### src/rtl/disp_pkg.sv
// Shared types and helpers for the hex display scan controller.
package disp_pkg;

  typedef enum logic [1:0] {ST_OFF, ST_SHOW, ST_GUARD} scan_state_t;

  localparam int NIBBLE_W   = 4;
  localparam int MAX_DIGITS = 8;

  function automatic logic [MAX_DIGITS-1:0] onehot_sel(input logic [2:0] idx);
    logic [MAX_DIGITS-1:0] sel;
    sel      = '0;
    sel[idx] = 1'b1;
    return sel;
  endfunction

endpackage

### src/rtl/refresh_timer.sv
// Phase timer: restarts from 0 on clear and raises tick while the count sits at the loaded terminal value.
module refresh_timer #(
  parameter int MAX   = 4,
  parameter int CNT_W = $clog2(MAX + 1)
) (
  input  logic             clk,
  input  logic             rst_n,
  input  logic             clear,
  input  logic [CNT_W-1:0] load_val,
  output logic             tick
);

  logic [CNT_W-1:0] count;
  logic [CNT_W-1:0] term;

  // Saturates at the terminal count so tick stays valid until the owner clears
  always_ff @(posedge clk or negedge rst_n) begin
    if (!rst_n) begin
      count <= '0;
      term  <= '0;
    end else if (clear) begin
      count <= '0;
      term  <= load_val;
    end else if (count != term) begin
      count <= count + CNT_W'(1);
    end
  end

  assign tick = (count == term);

endmodule

### src/rtl/hex_display_scanner.sv
// Time-multiplexed hex digit scanner feeding seven_seg, with guard gaps and tear-free frame updates.
// Build option: LEADING_ZERO_BLANK_EN darkens leading zero digits (digit 0 always shown).
module hex_display_scanner #(
  parameter int NUM_DIGITS   = 4,
  parameter int REFRESH_DIV  = 50000,
  parameter int GUARD_CYCLES = 2,
  parameter int IDX_W        = $clog2(NUM_DIGITS)
) (
  input  logic                    clk,
  input  logic                    rst_n,
  input  logic [4*NUM_DIGITS-1:0] value,
  input  logic                    load,
  input  logic                    enable,
  output logic [3:0]              nibble,
  output logic                    seg_en,
  output logic [NUM_DIGITS-1:0]   digit_sel,
  output logic [IDX_W-1:0]        digit_idx,
  output logic                    frame_done
);

  import disp_pkg::*;

  localparam int VAL_W   = NIBBLE_W * NUM_DIGITS;
  localparam int TMR_MAX = REFRESH_DIV + GUARD_CYCLES;
  localparam int TMR_W   = $clog2(TMR_MAX + 1);

  localparam logic [TMR_W-1:0] SHOW_TERM  = TMR_W'(REFRESH_DIV - 1);
  localparam logic [TMR_W-1:0] GUARD_TERM = TMR_W'((GUARD_CYCLES > 0) ? GUARD_CYCLES - 1 : 0);
  localparam logic [IDX_W-1:0] IDX_LAST   = IDX_W'(NUM_DIGITS - 1);

  logic              rst_sync_n;
  scan_state_t       state, state_next;
  logic [IDX_W-1:0]  idx, idx_next;
  logic [VAL_W-1:0]  pending, shadow, shadow_next, capture;
  logic              tmr_clear, tmr_tick, slot_end, frame_end;
  logic [TMR_W-1:0]  tmr_load;
  logic [NUM_DIGITS-1:0] sel_d;
  logic              en_d;
  logic [3:0]        nib_d;

  // Reset asserts immediately but releases one edge later, clean of clk
  always_ff @(posedge clk or negedge rst_n) begin
    if (!rst_n) rst_sync_n <= 1'b0;
    else        rst_sync_n <= 1'b1;
  end

  refresh_timer #(.MAX(TMR_MAX), .CNT_W(TMR_W)) u_timer (
    .clk      (clk),
    .rst_n    (rst_sync_n),
    .clear    (tmr_clear),
    .load_val (tmr_load),
    .tick     (tmr_tick)
  );

  always_ff @(posedge clk or negedge rst_sync_n) begin
    if (!rst_sync_n) begin
      state   <= ST_OFF;
      idx     <= '0;
      pending <= '0;
      shadow  <= '0;
    end else begin
      state  <= state_next;
      idx    <= idx_next;
      shadow <= shadow_next;
      if (load) pending <= value;
    end
  end

  // A load in the very cycle the shadow is refreshed must reach the new frame
  assign capture = load ? value : pending;

  always_comb begin
    state_next  = state;
    idx_next    = idx;
    shadow_next = shadow;
    tmr_clear   = 1'b0;
    tmr_load    = SHOW_TERM;
    slot_end    = 1'b0;
    frame_end   = 1'b0;
    if (!enable) begin
      state_next = ST_OFF;
      idx_next   = '0;
      tmr_clear  = 1'b1;
      tmr_load   = '0;
    end else begin
      case (state)
        ST_OFF: begin
          state_next  = ST_SHOW;
          idx_next    = '0;
          tmr_clear   = 1'b1;
          shadow_next = capture;
        end
        ST_SHOW: begin
          if (tmr_tick) begin
            if (GUARD_CYCLES > 0) begin
              state_next = ST_GUARD;
              tmr_clear  = 1'b1;
              tmr_load   = GUARD_TERM;
            end else begin
              slot_end = 1'b1;
            end
          end
        end
        ST_GUARD: slot_end = tmr_tick;
        default:  state_next = ST_OFF;
      endcase
      if (slot_end) begin
        state_next = ST_SHOW;
        tmr_clear  = 1'b1;
        frame_end  = (idx == IDX_LAST);
        idx_next   = frame_end ? '0 : idx + IDX_W'(1);
        if (frame_end) shadow_next = capture;
      end
    end
  end

  // Outputs are precomputed from the upcoming state so they change on the entering edge
  always_comb begin
    sel_d = '0;
    en_d  = 1'b0;
    nib_d = nibble;
    case (state_next)
      ST_SHOW: begin
        nib_d = shadow_next[int'(idx_next) * NIBBLE_W +: NIBBLE_W];
        sel_d = NUM_DIGITS'(onehot_sel(3'(idx_next)));
        en_d  = 1'b1;
`ifdef LEADING_ZERO_BLANK_EN
        if (idx_next != '0 && (shadow_next >> (NIBBLE_W * int'(idx_next))) == '0) begin
          sel_d = '0;
          en_d  = 1'b0;
        end
`endif
      end
      ST_OFF:  nib_d = '0;
      default: ;
    endcase
  end

  always_ff @(posedge clk or negedge rst_sync_n) begin
    if (!rst_sync_n) begin
      nibble     <= '0;
      seg_en     <= 1'b0;
      digit_sel  <= '0;
      frame_done <= 1'b0;
    end else begin
      nibble     <= nib_d;
      seg_en     <= en_d;
      digit_sel  <= sel_d;
      frame_done <= frame_end;
    end
  end

  assign digit_idx = idx;

endmodule
### config.mk
export PLATFORM = sky130hd
export DESIGN_NAME = hex_display_scanner
export DESIGN_NICKNAME = d
export VERILOG_FILES = /design/src/rtl/disp_pkg.sv /design/src/rtl/refresh_timer.sv /design/src/rtl/hex_display_scanner.sv
export SDC_FILE = /design/constraint.sdc
export NUM_CORES = 1
export LEC_CHECK = 0
export CORE_UTILIZATION = 45
export DETAILED_ROUTE_END_ITERATION = 10
export PLACE_DENSITY_LB_ADDON = 0.08
export SLEW_MARGIN = 30
export SYNTH_ARGS = -nofsm -noshare
export SYNTH_HDL_FRONTEND = slang
export SYNTH_SLANG_ARGS = --single-unit
### constraint.sdc
create_clock -name clk -period 3.21 [get_ports clk]
set_input_delay 0.642 -clock clk [delete_from_list [all_inputs] [get_ports clk]]
set_output_delay 0.642 -clock clk [all_outputs]
set_load 0.005 [all_outputs]
# ---- Yosys cells after proc, flatten, opt, wreduce, memory -nomap -nowiden
# Index checks and enable logic that the tools add are counted.
dict set report op_classes {
  n_addsub 2
  n_lt_le_gt_ge 2
  n_eq_ne 6
  n_shift 1
  mux 31
  reduce_logical 5
}
# op count
set op_table {}
lappend op_table {{$mux W16} 10}
lappend op_table {{$add A16 B1 Y16 const B} 1}
lappend op_table {{$eq A16 B16 Y1} 1}
lappend op_table {{$ne A16 B16 Y1} 1}
lappend op_table {{$shiftx A16 B5 Y4} 1}
lappend op_table {{$mux W2} 7}
lappend op_table {{$mux W1} 9}
lappend op_table {{$pmux W4 S2} 1}
lappend op_table {{$pmux W2 S3} 1}
lappend op_table {{$eq A2 B1 Y1 const B} 2}
lappend op_table {{$eq A2 B2 Y1 const B} 2}
lappend op_table {{$logic_not A2 Y1} 2}
lappend op_table {{$lt A2 B4 Y1 const B} 1}
lappend op_table {{$mux W4} 1}
lappend op_table {{$reduce_bool A2 Y1} 2}
lappend op_table {{$add A2 B1 Y2 const B} 1}
lappend op_table {{$demux W1 S2} 1}
lappend op_table {{$ge A2 B1 Y1 const B} 1}
lappend op_table {{$pmux W1 S2} 1}
lappend op_table {{$logic_and A1 B1 Y1} 1}
dict set report word_totals {
  register_bits 79
  input_bits 20
  output_inout_bits 12
  word_cells 58
}

# ---- Depth between registers and ports, before layout
# Gate-level depths: netlist of run 1.
dict set report logic_depth {
  depth_word 10
  mapped_depth 8
  ltp_nobuf 7
}

# ---- Modules after synthesis
# From an unflattened synthesis of run 1, not the netlist that was laid out.
dict set report unflattened {
  cells_unflattened 317
  hier_area_um2 3746.1
}
# mod n_inst cells_per_inst area_each_um2 seq_area_each_um2
set by_module_without_submodules {}
lappend by_module_without_submodules {hex_display_scanner 1 173 2098.3 1176.1}
lappend by_module_without_submodules {refresh_timer 1 144 1647.8 800.8}

# ---- Worst setup path after synthesis of run 1
# OpenSTA, ideal clock, no wires.
dict set report synth_timing {
  path_type {register to register}
  start {register u_timer.count[5]}
  end {register nibble[2]}
  setup_time_ps 143
  arrival_ps 2471
  required_time_ps 3067
  path_slack_ps 596
  stages_incl_launch_ff 9
  path_buffers 1
  period_less_slack_ps 2614
  path_cell_list {dfrtp_1 > or4_1 > a211oi_2 > o211ai_2 > o31ai_4 > buf_8 > mux2_4 > mux2i_1 > o221ai_1}
}
dict set report synth_via {
  elab_chain_cells 7
  elab_cells_between_ends 16
  cone_classes {2 x eq/ne; 1 x shift; 11 x mux; 2 x reduce/logical}
}
# item line_no
set synth_lines {}
lappend synth_lines {{from (decl)} refresh_timer.sv:13} ;# logic [CNT_W-1:0] count;
lappend synth_lines {{from (signal assigned)} refresh_timer.sv:25} ;# count <= count + CNT_W'(1);
lappend synth_lines {{$eq A16 B16 Y1} refresh_timer.sv:29} ;# assign tick = (count == term);
lappend synth_lines {{$mux W1} -}
lappend synth_lines {{$mux W1} hex_display_scanner.sv:80} ;# if (!enable) begin
lappend synth_lines {{$mux W16} hex_display_scanner.sv:107} ;# if (slot_end) begin
lappend synth_lines {{$mux W16} hex_display_scanner.sv:80}
lappend synth_lines {{named net shadow_next[2]} hex_display_scanner.sv:34} ;# logic [VAL_W-1:0] pending, shadow, shadow_next, capture;
lappend synth_lines {{$shiftx A16 B5 Y4} hex_display_scanner.sv:124} ;# nib_d = shadow_next[int'(idx_next) * NIBBLE_W +: NIBBLE_W];
lappend synth_lines {{$pmux W4 S2} hex_display_scanner.sv:122} ;# case (state_next)
lappend synth_lines {{to (signal assigned)} hex_display_scanner.sv:146} ;# nibble <= nib_d;
lappend synth_lines {{to (decl)} hex_display_scanner.sv:14} ;# output logic [3:0] nibble,
# The timed path passes the listed nets, and every way through them passes these cells. The select of a mux whose other input is x is not followed.
# A chain may end at the register's enable or synchronous reset.

# ---- Worst setup path in the final report of run 1
dict set report layout_timing {
  start {register u_timer.count[5]}
  end {register nibble[3]}
}
# Same word-level chain as after synthesis.

==> results of run 1 <==
cells in the mapped netlist:
cell type / n
a211oi_2: 1
a21boi_0: 2
a21boi_1: 1
a21oi_1: 5
a22o_1: 1
and3_1: 4
and3b_1: 1
buf_1: 1
buf_8: 1
clkbuf_1: 6
conb_1: 1
dfrtp_1: 65
ha_1: 2
inv_1: 2
inv_2: 1
maj3_1: 1
mux2_2: 22
mux2_4: 10
mux2i_1: 8
nand2_1: 24
nand3_1: 12
nand3b_1: 2
nor2_1: 25
nor3_1: 4
nor4_1: 1
nor4_2: 1
nor4b_1: 1
o2111ai_1: 1
o211a_1: 2
o211ai_2: 2
o21ai_0: 2
o21ai_1: 1
o221ai_1: 4
o31ai_4: 1
or3_1: 3
or4_1: 2
xnor2_1: 6
xor2_1: 9
layer usage:
metal  routed length (um)  vias up
li1                     -      913
met1                 2960      930
met2                 2250       35
met3                  204        9
met4                  101        0
met5                    0        -
cell type report:
type | instances | area, um^2 | area share (%)
multi-input cells | 162 | 1220 | 34.3
inverters | 3 | 11.3 | 0.317
clock inverters | 6 | 116 | 3.28
clock buffers | 10 | 128 | 3.60
flip-flops and latches | 65 | 1630 | 45.9
well taps | 75 | 93.8 | 2.64
repair buffers | 37 | 355 | 10.0
registers in the layout, summed over array words and instances, names as in the netlist, 2 cells and up:
signal         count
pending           16
shadow            16
u_timer.count     16
digit_sel          4
nibble             4
digit_idx          2
state              2
u_timer.term       2
per-stage QoR:
stage          cell area [um^2]  worst slack, ns
2_1_floorplan              2900            0.596
3_3_place_gp               3300            0.479
3_5_place_dp               3300            0.465
4_1_cts                    3550            0.397
5_1_grt                    3550            0.262
6_report                   3550            0.419
power by group through the flow:
| stage | clock (W) | combinational (W) | sequential [W] |
|---|---|---|---|
| CTS | 0.000856 | 0.000586 | 0.00107 |
| global placement | 0 | 0.000579 | 0.00108 |
| global route | 0.000891 | 0.000634 | 0.00109 |
| finish | 0.000844 | 0.000576 | 0.00107 |
| floorplan | 0 | 0.000411 | 0.00106 |
| detailed placement | 0 | 0.000578 | 0.00109 |
cell families (layout without fill, tap and decap cells):
logic type,Yosys count,after routing,synth area share [%]
DFF,65,65,56.2
and+or+nand+nor,80,80,12.9
other,1,1,0.130
muxes,40,40,16.5
xor gates and xnor gates,15,15,4.54
AOI/OAI and AO/OA,23,23,6.70
adders and majority gates,3,3,1.21
buffers and inverters,11,56,1.81
worst max-delay path by stage:
| stage | start | endpoint | slack (ns) |
|---|---|---|---|
| floorplan | u_timer.count[5] | nibble[2] | 0.60 |
| global placement | u_timer.count[4] | nibble[3] | 0.48 |
| detailed placement | u_timer.count[4] | nibble[3] | 0.46 |
| CTS | u_timer.count[4] | nibble[3] | 0.40 |
| global route | u_timer.count[14] | nibble[3] | 0.26 |
| finish | u_timer.count[5] | nibble[3] | 0.42 |
cell usage in the layout (no fill, tap or decap), types with 2 or more instances in the layout:
cell type / instances
or3_1: 3
o211a_1: 2
a21boi_0: 2
a21oi_1: 5
mux2i_1: 8
nand3_1: 12
o211ai_2: 2
ha_1: 2
buf_4: 6
o221ai_1: 4
clkbuf_8: 9
nand2_1: 24
xnor2_1: 6
clkinv_4: 3
and3_1: 4
xor2_1: 9
mux2_2: 22
nor2_1: 25
o21ai_0: 2
dfrtp_1: 64
nand3b_1: 2
clkdlybuf4s50_1: 31
inv_1: 2
mux2_4: 10
bufinv_16: 3
nor3_1: 4
or4_1: 2
==> impl_metrics.json, run 1 <==
{
  "finalHoldViolCount": 0,
  "period_needed_ns": 2.79,
  "setup_viol": 0,
  "cts_setup_buffers": 0,
  "fp.dieH_um": 82.2,
  "p_leak_nw": 1.55,
  "fin_setup_tns_ns": 0,
  "boundaryPins": 32,
  "yosys-top-cells-area": "dfrtp_1 56%, mux2_2 8.6%, mux2_4 5.2%",
  "wl_per_cell_um": 15.4,
  "grt_start_max_net_pins": 30,
  "synth.top_cell.area_share_pct": 56.2,
  "row_count": 28,
  "portBuffers": 31,
  "reg2regPathDepth": 8,
  "power_density_mw_per_mm2": 702,
  "r2r_setup_slack_ns": 0.42,
  "criticalPathCategory": "register to register",
  "tightest_slew_ns": 0.729,
  "drc": 0,
  "cp.required_ns": 3.40,
  "grtUsageTotal_pct": 18.9,
  "min_period_over_period_pct": 86.9,
  "wirelength_mm": 5.52,
  "postCtsHoldBufs": 0,
  "clk_path_buf_depth": 2,
  "ys_seq_area_share_pct": 56.2,
  "fin_nets": 300,
  "intPower_w": 0.00181,
  "timing.rr.end": "nibble[3]",
  "yosysTopAreaCell": "dfrtp_1",
  "syn2layout_area_growth_pct": 22.6,
  "clk_pin_slew_ns": 0.07,
  "clkSinkCount": 65,
  "crit_family": "compound AO/OA/AOI/OAI gates",
  "maxSlewHeadroom_pct": 51.0,
  "vias": 1887,
  "antenna_left": 0,
  "grt_setup_unrepaired": "false",
  "final_max_slew_viol_count": 0,
  "grt_use_met3_pct": 4.73,
  "num_antenna_cells": 0,
  "crit_chain": "or4_1 -> a211oi_2 -> o211ai_2 -> o31ai_4 -> buf_4 -> mux2_2 -> mux2i_1 -> o221ai_1",
  "instances_no_fill": 358,
  "drive_gt1_share_pct": 21.2,
  "critPathMaxStageDelay_ns": 0.54,
  "via_per_inst": 5.27,
  "skew_ns": 0.00900,
  "dr.pass1.iters": 4,
  "cts_tree": "yes",
  "met2_usage_pct": 24.8,
  "clk_latency_ns": 0.34,
  "arrival_ns": 2.98,
  "outcome": "finished, final reports clean",
  "dp_hpwl_mm": 3.73,
  "path_max_fanout": 16,
  "final_core_util_pct": 58.5,
  "worstReg2RegStart": "u_timer.count[5]",
  "total_power_w": 0.00249,
  "initial_core_util_pct": 47.8,
  "max-cap-violations": 0,
  "synth_nets": 260,
  "cts.htree.levels": 3,
  "cts_made_buffers": 9,
  "fillCellCount": 493,
  "drtIter0Drc": 82,
  "syn_area_per_cell_um2": 12.2,
  "grt_overflow": 0,
  "synthesis.area_mm2": 0.00290,
  "cts_resized": 0,
  "grt.busiest_layer": "met1",
  "power_frac_seq_pct": 43.0,
  "placed_cells": 342,
  "die_w_um": 82.2,
  "pwr-share-comb_pct": 23.1,
  "whs_ns": 0.292,
  "use_met1_pct": 28.9,
  "synthDistinctLibCells": 38,
  "end_kind": "register",
  "grt_pass1_wl_mm": 9.16,
  "ir_drop_mv": 0.511,
  "swShare_pct": 27.5,
  "netlist_instances": 238,
  "yosys_register_bits": 65,
  "place.gp.congestion": 0.790,
  "worst-path-buf-inv": 1,
  "crit_path_top_delay_cell": "or4_1",
  "fp.coreArea_mm2": 0.00606,
  "die_area_mm2": 0.00676,
  "cp_num_cells": 8,
  "yosys_warnings": 0,
  "antenna_found_initial": 0,
  "max_freq_ghz": 0.358,
  "startpoint_type": "register",
  "grt_pass1_vias": 1845,
  "cts_root_buffer": "clkbuf_8",
  "hold_class": "register to async pin",
  "switchingPower_w": 0.000684,
  "p_clk_share_pct": 33.9
}
Power figures use the tool's default switching activity.
==> run 2: changes to the inputs <==
--- a/config.mk
+++ b/config.mk
@@ -5,9 +5,11 @@
 export SDC_FILE = /design/constraint.sdc
 export NUM_CORES = 1
 export LEC_CHECK = 0
+export CORE_ASPECT_RATIO = 0.7
 export CORE_UTILIZATION = 45
 export DETAILED_ROUTE_END_ITERATION = 10
 export PLACE_DENSITY_LB_ADDON = 0.08
+export SKIP_CTS_REPAIR_TIMING = 1
 export SLEW_MARGIN = 30
 export SYNTH_ARGS = -nofsm -noshare
 export SYNTH_HDL_FRONTEND = slang
==> run 2 against run 1 <==
Against the previous run: fmax shrank 1.6%; hold slack lost 0.073 ns; clock skew shrank 0.0036 ns; sequential share of layout area grew 0.67 points; the run now ends with design-rule violations left; critical path type unchanged; clock power shrank 18%; global-route usage shrank 0.42 points; largest cell class unchanged; sequential cell count is the same.
==> impl_metrics.json, run 2 (synthesis results as in run 1) <==
{
  "period_needed_ns": 2.84,
  "r2r_setup_slack_ns": 0.37,
  "max-cap-violations": 0,
  "drtIter0Drc": 148,
  "final_cell_mix": "64 x dfrtp_1, 31 x clkdlybuf4s50_1, 25 x nor2_1, 24 x nand2_1, 22 x mux2_2",
  "startpoint_type": "register",
  "fin_area_mm2": 0.00350,
  "crit_path_top_delay_cell": "or4_1",
  "finalHoldViolCount": 0,
  "row_count": 24,
  "path_max_fanout": 16,
  "place.gp.congestion": 0.792,
  "timing.rr.end": "nibble[2]",
  "cts_made_buffers": 9,
  "final_max_slew_viol_count": 0,
  "cp.required_ns": 3.40,
  "criticalPathCategory": "register to register",
  "placed_cell_area_mm2": 0.00330,
  "tightest_slew_ns": 0.833,
  "fillCellCount": 520,
  "syn2layout_area_growth_pct": 20.8,
  "crit_chain": "or4_1 -> a211oi_2 -> o211ai_2 -> o31ai_4 -> buf_4 -> mux2_2 -> mux2i_1 -> o221ai_1",
  "grt_pass1_vias": 1803,
  "arrival_ns": 3.02,
  "maxSlewHeadroom_pct": 44.0,
  "num_antenna_cells": 0,
  "crit_family": "compound AO/OA/AOI/OAI gates",
  "grtUsageTotal_pct": 18.4,
  "violations": "design-rule violations",
  "worstReg2RegStart": "u_timer.count[4]",
  "clkSinkCount": 65,
  "clk_pin_slew_ns": 0.07,
  "skew_ns": 0.00539,
  "vias": 1837,
  "wirelength_mm": 5.60,
  "cts.htree.levels": 3,
  "max_freq_ghz": 0.353,
  "fin_nets": 299,
  "grt_pass1_wl_mm": 9.49,
  "ir_drop_mv": 0.356,
  "grt_overflow": 0,
  "grt_start_max_net_pins": 44,
  "critPathMaxStageDelay_ns": 0.53,
  "fp.coreArea_mm2": 0.00622,
  "clk_path_buf_depth": 2,
  "fin_setup_tns_ns": 0,
  "clk_latency_ns": 0.33,
  "reg2regPathDepth": 8,
  "whs_ns": 0.220,
  "cts_tree": "yes",
  "worst-path-buf-inv": 1,
  "dp_hpwl_mm": 3.70,
  "cts_root_buffer": "clkbuf_8",
  "drc": 2,
  "hold_class": "register to async pin",
  "antenna_left": 0,
  "cp_num_cells": 8,
  "final_common_cell": "dfrtp_1",
  "p_leak_nw": 1.52,
  "fp.dieH_um": 69.1,
  "grt_setup_unrepaired": "false",
  "min_period_over_period_pct": 88.3,
  "via_per_inst": 5.10,
  "power_density_mw_per_mm2": 669,
  "portBuffers": 31,
  "dr.pass1.iters": 7,
  "antenna_found_initial": 0,
  "boundaryPins": 32,
  "total_power_w": 0.00234,
  "die_w_um": 97.9,
  "drive_gt1_share_pct": 20.9,
  "die_area_mm2": 0.00676,
  "outcome": "complete, but fails checks",
  "wl_per_cell_um": 15.5,
  "end_kind": "register",
  "initial_core_util_pct": 46.6,
  "reg.largest.list": "pending x16, shadow x16, u_timer.count x16",
  "setup_viol": 0
}
==> run 2: cell type report <==
cell class	instances	area, um^2	area share [%]
clock buffers	11	141	4.04
multi-input cells	162	1220	34.8
clock inverters	5	55.1	1.57
inverters	3	11.3	0.322
repair buffers	36	348	9.95
flip-flops and latches	65	1630	46.5
well taps	78	97.6	2.79
==> run 2: per-stage QoR <==
step | worst slack, ns | utilization [%] | instances
floorplan | 0.596 | - | 238
global placement | 0.447 | 53.1 | 344
detailed placement | 0.411 | 53.1 | 344
CTS | 0.384 | 56.3 | 360
global route | 0.207 | 56.3 | 360
finish | 0.374 | 56.3 | 360
==> run 2: metal layers <==
metal  track usage, %  share of wire [%]  vias up
met4             6.23                1.4        0
met2             20.7                 36       39
met3             5.27                4.0        7
met1             31.6                 58      876
li1                 -                  -      915
met5                0                  0        -
==> run 2: worst max path at each step <==
stage / startpoint / endpoint / slack [ns]
2_1_floorplan: u_timer.count[5] / nibble[2] / 0.60
3_3_place_gp: u_timer.count[5] / nibble[2] / 0.45
3_5_place_dp: u_timer.count[4] / nibble[3] / 0.41
4_1_cts: u_timer.count[4] / nibble[2] / 0.38
5_1_grt: u_timer.count[14] / nibble[3] / 0.21
6_report: u_timer.count[4] / nibble[2] / 0.37
==> run 2: worst register-to-register path: cells and delay by family, from the launching register on <==
family	cells	cell delay (ns)
compound gates	4	0.85
flops	1	0.42
mux	2	0.60
buf+inv	1	0.30
simple gates	1	0.53
==> run 2: report_power, final <==
part / switching (W) / internal (W)
registers: 0.0000871 / 0.000978
logic: 0.000277 / 0.000309
clock network: 0.000311 / 0.000377
